==> config.mk <==
export PLATFORM = sky130hd
export DESIGN_NAME = farm_sensor_conditioner
export DESIGN_NICKNAME = d
export VERILOG_FILES = /design/src/rtl/tlc_pkg.sv /design/src/rtl/tlc_sync2.sv /design/src/rtl/farm_sensor_conditioner.sv
export SDC_FILE = /design/constraint.sdc
export NUM_CORES = 1
export LEC_CHECK = 0
export CAP_MARGIN = 40
export CELL_PAD_IN_SITES_DETAIL_PLACEMENT = 0
export CELL_PAD_IN_SITES_GLOBAL_PLACEMENT = 2
export CORE_MARGIN = 3
export CORE_UTILIZATION = 34
export DETAILED_ROUTE_END_ITERATION = 7
export GPL_TIMING_DRIVEN = 0
export PLACE_DENSITY = 0.85
export SLEW_MARGIN = 20
export SYNTH_ARGS = -nofsm -noshare
export SYNTH_HDL_FRONTEND = slang
export SYNTH_SLANG_ARGS = --single-unit
==> constraint.sdc <==
create_clock -name clk -period 3.95 [get_ports clk]
set_input_delay 0.79 -clock clk [delete_from_list [all_inputs] [get_ports clk]]
set_output_delay 0.79 -clock clk [all_outputs]
set_load 0.02 [all_outputs]
==> src/rtl/tlc_pkg.sv <==
// Shared definitions for the traffic-light controller slice.
// Holds the light encodings, the farm-sensor FSM state codes and the default parameter values.
package tlc_pkg;

   typedef enum logic [1:0] {
      Red    = 2'd0,
      Yellow = 2'd1,
      Green  = 2'd2
   } light_t;

   localparam logic [1:0] StIdle    = 2'd0;
   localparam logic [1:0] StRiseChk = 2'd1;
   localparam logic [1:0] StPresent = 2'd2;
   localparam logic [1:0] StFallChk = 2'd3;

   localparam int unsigned DEF_DEBOUNCE_CYCLES = 8;
   localparam int unsigned DEF_SERVICE_CYCLES  = 16;
   localparam int unsigned DEF_CNT_W           = 4;

   // A vehicle counts as present until a departure has been fully debounced.
   function automatic logic vehicle_present(input logic [1:0] st);
      return (st == StPresent) || (st == StFallChk);
   endfunction

endpackage

==> src/rtl/tlc_sync2.sv <==
// Generic two-flop synchronizer with a configurable reset value.
// Use it for any asynchronous level input entering the clk domain.
module tlc_sync2 #(
   parameter int unsigned     Width    = 1,
   parameter logic [Width-1:0] ResetVal = '0
) (
   input  logic             clk,
   input  logic             rst,
   input  logic [Width-1:0] d,
   output logic [Width-1:0] q
);

   logic [Width-1:0] s1_q;
   logic [Width-1:0] s2_q;

   always_ff @(posedge clk) begin
      if (rst) begin
         s1_q <= ResetVal;
         s2_q <= ResetVal;
      end else begin
         s1_q <= d;
         s2_q <= s1_q;
      end
   end

   assign q = s2_q;

endmodule

==> src/rtl/farm_sensor_conditioner.sv <==
// Farm-road detector front end: synchronize, debounce, and keep a saturating queue count
// that drains at a fixed rate while the farm road has green.
module farm_sensor_conditioner
   import tlc_pkg::*;
#(
   parameter int unsigned DEBOUNCE_CYCLES = DEF_DEBOUNCE_CYCLES,
   parameter int unsigned SERVICE_CYCLES  = DEF_SERVICE_CYCLES,
   parameter int unsigned CNT_W           = DEF_CNT_W
) (
   input  logic             clk,
   input  logic             rst,
   input  logic             sensor_raw,
   input  logic             farm_green,
   output logic             sensor,
   output logic             arrival_pulse,
   output logic [CNT_W-1:0] veh_count,
   output logic             overflow
);

   localparam int unsigned DcntW = $clog2(DEBOUNCE_CYCLES);
   localparam int unsigned TmrW  = (SERVICE_CYCLES > 1) ? $clog2(SERVICE_CYCLES) : 1;

   localparam logic [DcntW-1:0] DcntLast = DcntW'(DEBOUNCE_CYCLES - 1);
   localparam logic [TmrW-1:0]  TmrLast  = TmrW'(SERVICE_CYCLES - 1);
   localparam logic [CNT_W-1:0] CntMax   = '1;

   logic             s2;
   logic [1:0]       state_q, state_d;
   logic [DcntW-1:0] dcnt_q, dcnt_d;
   logic [TmrW-1:0]  tmr_q, tmr_d;
   logic [CNT_W-1:0] cnt_q, cnt_d;
   logic             ovf_q, ovf_d;
   logic             sensor_q, sensor_d;
   logic             pulse_q;
   logic             arrival;
   logic             svc_active;
   logic             dec;

   tlc_sync2 #(
      .Width    (1),
      .ResetVal (1'b0)
   ) u_sync (
      .clk (clk),
      .rst (rst),
      .d   (sensor_raw),
      .q   (s2)
   );

   always_comb begin
      state_d = state_q;
      dcnt_d  = dcnt_q;
      arrival = 1'b0;
      unique case (state_q)
         StIdle: begin
            if (s2) begin
               state_d = StRiseChk;
               dcnt_d  = DcntW'(1);
            end
         end
         StRiseChk: begin
            if (!s2) begin
               state_d = StIdle;
               dcnt_d  = '0;
            end else if (dcnt_q == DcntLast) begin
               state_d = StPresent;
               dcnt_d  = '0;
               arrival = 1'b1;
            end else begin
               dcnt_d = dcnt_q + DcntW'(1);
            end
         end
         StPresent: begin
            if (!s2) begin
               state_d = StFallChk;
               dcnt_d  = DcntW'(1);
            end
         end
         StFallChk: begin
            if (s2) begin
               state_d = StPresent;
               dcnt_d  = '0;
            end else if (dcnt_q == DcntLast) begin
               state_d = StIdle;
               dcnt_d  = '0;
            end else begin
               dcnt_d = dcnt_q + DcntW'(1);
            end
         end
      endcase
   end

   // Partial service intervals are discarded whenever green drops or the queue empties.
   assign svc_active = farm_green && (cnt_q != '0);
   assign dec        = svc_active && (tmr_q == TmrLast);

   always_comb begin
      tmr_d = '0;
      if (svc_active && (tmr_q != TmrLast)) begin
         tmr_d = tmr_q + TmrW'(1);
      end
   end

   always_comb begin
      cnt_d = cnt_q;
      ovf_d = ovf_q;
      if (arrival && !dec) begin
         if (cnt_q == CntMax) begin
            ovf_d = 1'b1;
         end else begin
            cnt_d = cnt_q + CNT_W'(1);
         end
      end else if (dec && !arrival) begin
         cnt_d = cnt_q - CNT_W'(1);
      end
   end

   assign sensor_d = vehicle_present(state_d) || (cnt_d != '0);

   always_ff @(posedge clk) begin
      if (rst) begin
         state_q  <= StIdle;
         dcnt_q   <= '0;
         tmr_q    <= '0;
         cnt_q    <= '0;
         ovf_q    <= 1'b0;
         sensor_q <= 1'b0;
         pulse_q  <= 1'b0;
      end else begin
         state_q  <= state_d;
         dcnt_q   <= dcnt_d;
         tmr_q    <= tmr_d;
         cnt_q    <= cnt_d;
         ovf_q    <= ovf_d;
         sensor_q <= sensor_d;
         pulse_q  <= arrival;
      end
   end

   assign sensor        = sensor_q;
   assign arrival_pulse = pulse_q;
   assign veh_count     = cnt_q;
   assign overflow      = ovf_q;

endmodule
# ---- After elaboration in Yosys (flattened, before gate mapping)
# Cells that the tools add are included.
dict set report totals {
  in_bits 4
  register_bits 18
  elab_cells 59
  output_inout_bits 7
}
dict set report op_classes {
  add_sub_neg 4
  n_mux 19
  bitwise_logic 1
  n_reduce_logical 15
  eq_ne 11
}
# operator count
set op_table {}
lappend op_table {{2-to-1 mux 3 bit} 5}
lappend op_table {{2-to-1 mux 2 bit} 6}
lappend op_table {{2-to-1 mux 4 bit} 3}
lappend op_table {{case mux 3 bit (4 select lines)} 1}
lappend op_table {{adder 4 x 1 -> 4 bit (second input constant)} 2}
lappend op_table {{== test 2 bit (second input constant)} 4}
lappend op_table {{== test 4 bit (second input constant)} 2}
lappend op_table {{case mux 2 bit (4 select lines)} 1}
lappend op_table {{nonzero test 4 bit} 2}
lappend op_table {{logical AND 1 bit} 5}
lappend op_table {{inequality test 4 bit (second input constant)} 1}
lappend op_table {{AND reduction 2 bit} 2}
lappend op_table {{subtractor 4 x 1 -> 4 bit (second input constant)} 1}
lappend op_table {{adder 3 x 1 -> 3 bit (second input constant)} 1}
lappend op_table {{== test 3 bit (second input constant)} 1}
lappend op_table {{2-to-1 mux 1 bit} 3}
lappend op_table {{== test 2 x 1 -> 1 bit (second input constant)} 1}
lappend op_table {{zero test 1 bit} 2}
lappend op_table {{zero test 2 bit} 1}
lappend op_table {{logical OR 1 bit} 2}
lappend op_table {{inequality test 2 x 1 -> 1 bit (second input constant)} 1}
lappend op_table {{inequality test 2 bit (second input constant)} 1}
lappend op_table {{OR reduction 2 bit} 1}
lappend op_table {{NOT 1 bit} 1}

# ---- Longest topological paths before layout
dict set report logic_depth {
  word_depth 10
  ltp_mapped 8
  depth_no_buf 7
}

# ---- Cells and area by module
# A second synthesis with hierarchy kept.
dict set report unflattened {
  hier_cells 97
  area_unflattened_um2 883.3
}
# module cells_per_inst n_inst area_each_um2 seq_area_each_um2
set by_module_without_submodules {}
lappend by_module_without_submodules {farm_sensor_conditioner 93 1 830.8 320.3}
lappend by_module_without_submodules {tlc_sync2 4 1 52.6 40.0}

# ---- Worst setup path after synthesis
# OpenSTA, ideal clock, no wires.
dict set report synth_timing {
  path_type {register to register}
  from {register cnt_q[0], in the netlist veh_count[0]}
  to {register sensor_q, in the netlist sensor}
  stages_incl_launch_ff 9
  t_arrival_ns 1.911
  period_less_slack_ns 2.049
  t_required_ns 3.812
  path_buffers 1
  path_slack_ns 1.901
  setup_ns 0.138
  cell_sequence {dfxtp_1 > inv_1 > ha_1 > or3b_4 > and4_4 > buf_6 > a221o_1 > nand3_1 > a41oi_1}
}
dict set report synth_between {
  elab_chain_cells 8
  elab_cells_between_ends 14
  cone_classes {add/sub (2); eq/ne (1); mux (3); reduce/logical (8)}
}
# item line_no
set synth_lines {}
lappend synth_lines {{from (decl)} farm_sensor_conditioner.sv:31} ;# logic [CNT_W-1:0] cnt_q, cnt_d;
lappend synth_lines {{from (signal assigned)} farm_sensor_conditioner.sv:132} ;# cnt_q <= cnt_d;
lappend synth_lines {{branches (longest 5 deep; another with subtractor 4 x 1 -> 4 bit)} -}
lappend synth_lines {{2-to-1 mux 4 bit *} farm_sensor_conditioner.sv:106} ;# if (arrival && !dec) begin
lappend synth_lines {{nonzero test 4 bit *} farm_sensor_conditioner.sv:117} ;# assign sensor_d = vehicle_present(state_d) || (cnt_d != '0);
lappend synth_lines {{logical OR 1 bit *} farm_sensor_conditioner.sv:117}
lappend synth_lines {{to (signal assigned)} farm_sensor_conditioner.sv:134} ;# sensor_q <= sensor_d;
lappend synth_lines {{to (decl)} farm_sensor_conditioner.sv:33} ;# logic sensor_q, sensor_d;
# Mark *: on every way between the ends.
# A chain may end at the register's enable or synchronous reset.

# ---- Worst setup path in the final report
dict set report layout_timing {
  from {register cnt_q[1], in the netlist veh_count[1]}
  to {output port veh_count[1]}
}
# item line_no
set layout_rtl {}
lappend layout_rtl {{to (decl)} farm_sensor_conditioner.sv:16} ;# output logic [CNT_W-1:0] veh_count,
# No word-level cell between the ends.

==> summary.md <==
| Metric | Value |
|---|---|
| Status | `finished clean` |
| Fraction of layout cells with a size suffix above 1 | `7.62%` |
| Leading area contributor after synthesis | `dfxtp_1` |
| DIE HEIGHT | `55.8 um` |
| Net switching power | `0.0645 mW` |
| CTS buffer count | `3` |
| Comb pwr share | `3.0%` |
| Top post-synthesis cells by area | `dfxtp_1, ha_1, nor2_1, nand3_1, and3_1` |
| HP Class | `reg -> reg` |
| Die area | `3110 um^2` |
| Most common cell in the netlist | `dfxtp_1` |
| Gr ovfl total | `0` |
| Setup TNS Final | `0 ps` |
| Ys Warns | `0` |
| Async SR Flop Fraction | `0%` |
| Largest family of logic cells by synthesized area | `simple AND/OR/NAND/NOR gates` |
| Antenna Cells | `0` |
| Syn nets | `101` |
| CP arrival | `1430 ps` |
| CTS tree | `built` |
| Clock Skews | `5.24 ps` |
| Hold Vio Cnt, Final | `0` |
| Synthesized area | `842 um^2` |
| Pwr Total | `0.308 mW` |
| Compound-Gate Fraction of Synth Area | `14.1%` |
| HPWL Detailed | `1.15 mm` |
| CTS Sinks | `18` |
| Fmax | `451 MHz` |
| #FFs+latches synth | `18` |
| Crit-path max FO | `8` |
| Leakage Power | `0.388 nW` |
| Layout Nets | `116` |
| Clk buf depth | `2` |
| Detailed Routing Iterations Pass 1 | `4` |
| Routed wire length | `1.51 mm` |
| Syn Inst Count | `91` |
| Multi-input gate area | `455 um^2` |
| Residual DRC | `0` |
| CP required | `3160 ps` |
| Family with the most delay on the worst path | `buffers and inverters` |
| Internal power | `0.244 mW` |
| Final period utilization | `56.1%` |
| Setup Buffers After CTS | `0` |
| Pwr dens | `304 nW/um^2` |
| Post-synth top area share | `42.8%` |
| Starting Density | `37.0%` |
| Normalized max-slew margin | `71.6%` |
| Synth cell count leaders | `dfxtp_1, nor2_1, ha_1, nand3_1, nand2_1` |
| Max incr delay on CP | `650 ps` |
| Max_cap viols | `0` |
| Adder-cell share of the synthesized area | `8.92%` |
| IO Count | `11` |
| Clk_lat worst skew | `300 ps` |
| CP max-delay cell | `clkdlybuf4s50_1` |
| CTS hold repair buffers | `0` |
| Root buffer cell | `clkbuf_4` |
| DRT iter0 DRCs | `14` |
| Post-DRT Antenna Nets | `0` |
| RSZ-0062 raised after global routing | `false` |
| P&R area growth vs syn | `20.4%` |
| Htree depth | `1` |
| Least-Margin Pin Slew | `426 ps` |
| Seq/Total Area, Yosys | `42.8%` |
| Routed vias | `678` |
| IO buf count | `10` |
| Placer congestion estimate | `0.707` |
| Worst path cell trace | `clkdlybuf4s50_1` |
| Clock power share | `37.2%` |
| Post-synth cell types | `30` |
| Fillers | `234` |
| Worst Hold Slack | `447 ps` |
| FP Rows | `17` |
| Buf+Inv Stages, Crit Path | `1` |
| Setup CP Type | `reg -> out` |
| Setup WS post-layout | `1730 ps` |
| Final setup vio count | `0` |
| GRT Total Usage | `10.7%` |
| Core footprint | `2280 um^2` |
| Synthesized area per cell | `9.25 um^2` |
| Multiplexer share of the synthesized area | `1.19%` |
| Synth Area in Simple Gates | `25.7%` |
| Post-Synth XOR/XNOR Area | `4.16%` |
| Seq pwr share | `59.8%` |
| Vias in the first global route | `574` |
| First-pass GRT wire length | `2.53 mm` |
| EDFF count, synth | `0` |
| Routed WL per cell | `11.4 um` |
| Peak supply drop | `0.175 mV` |
| Switching Fraction | `20.9%` |
| Drt via density | `5.10` |
| Post-layout minimum cycle time | `2220 ps` |
| Type of origin of the critical path | `flop` |
| Pin count of the biggest net entering global routing | `11` |
| Worst-path clk slew | `100 ps` |
| R2R setup slack | `1820 ps` |
| Antenna violations before repair | `0` |
| Synth Flop Type | `dfxtp_1` |
| Die Wd | `55.8 um` |
| Cts repair resizes | `0` |
| Critical Path Sink Type | `output pin` |
| Final Max Tran Viols | `0` |
| Setup Slack @ Placement | `1670 ps` |
| Sequential cell area | `360 um^2` |
==> cell type report <==
class | count | share of cell area (%)
Clock buffer | 4 | 3.58
Buffer | 2 | 1.48
Tap cell | 28 | 3.46
Sequential cell | 18 | 35.6
Multi-Input combinational cell | 68 | 44.9
Timing Repair Buffer | 10 | 9.88
Inverter | 3 | 1.11
==> logic make-up (layout without fill, tap and decap cells) <==
| group | after synthesis | after routing |
|---|---|---|
| muxes | 1 | 1 |
| xor gates and xnor gates | 4 | 4 |
| and+or+nand+nor | 42 | 42 |
| buffers and inverters | 5 | 19 |
| DFF | 18 | 18 |
| adders and majority gates | 6 | 6 |
| AOI/OAI and AO/OA | 15 | 15 |
==> power by group through the flow <==
stage	logic (mW)	clock network (mW)	registers, mW
after detailed placement	0.00940	0	0.189
after CTS	0.00944	0.120	0.185
after global placement	0.00938	0	0.189
after global routing	0.0105	0.129	0.185
after floorplan	0.00425	0	0.188
final	0.00920	0.115	0.185
==> registers in the layout (all words and copies together), names as in the netlist <==
register       count
state_q            2
tmr_q              4
overflow           1
arrival_pulse      1
dcnt_q             3
u_sync.q           1
veh_count          4
u_sync.s1_q        1
sensor             1
==> per-layer routing <==
layer / track usage [%] / up-vias / routed length, um
li1: - / 355 / -
met1: 12.8 / 305 / 732
met2: 15.7 / 13 / 649
met3: 3.25 / 5 / 75
met4: 8.33 / 0 / 53
met5: 0 / - / 0
==> stage by stage <==
step           utilization (%)  instances  cell area (um^2)
2_1_floorplan                -         91               842
3_3_place_gp              42.9        129               977
3_5_place_dp              42.9        129               977
4_1_cts                   44.5        133              1010
5_1_grt                   44.5        133              1010
6_report                  44.5        133              1010
==> worst paths after layout <==
| path | from | end | depth (start not counted) |
|---|---|---|---|
| setup / recovery | veh_count[1]$_SDFF_PP0_ | veh_count[1] | 1 |
| hold / removal | u_sync.s1_q$_SDFF_PP0_ | u_sync.q$_SDFF_PP0_ | 1 |
| setup reg to reg | veh_count[0]$_SDFF_PP0_ | sensor$_SDFF_PP0_ | 8 |
| hold reg to reg | u_sync.s1_q$_SDFF_PP0_ | u_sync.q$_SDFF_PP0_ | 1 |
==> cells in the final DEF, fill, tap and decap left out, drive strengths merged, types with 3 or more instances in the layout <==
cell	netlist	final
nor2	16	16
clkbuf	1	5
inv	3	3
ha	6	6
clkdlybuf4s50	0	10
dfxtp	18	18
nand2	5	5
and3	3	3
nand2b	3	3
nand3	6	6
a21oi	3	3
Note: power is estimated with default switching activity, not from simulation.
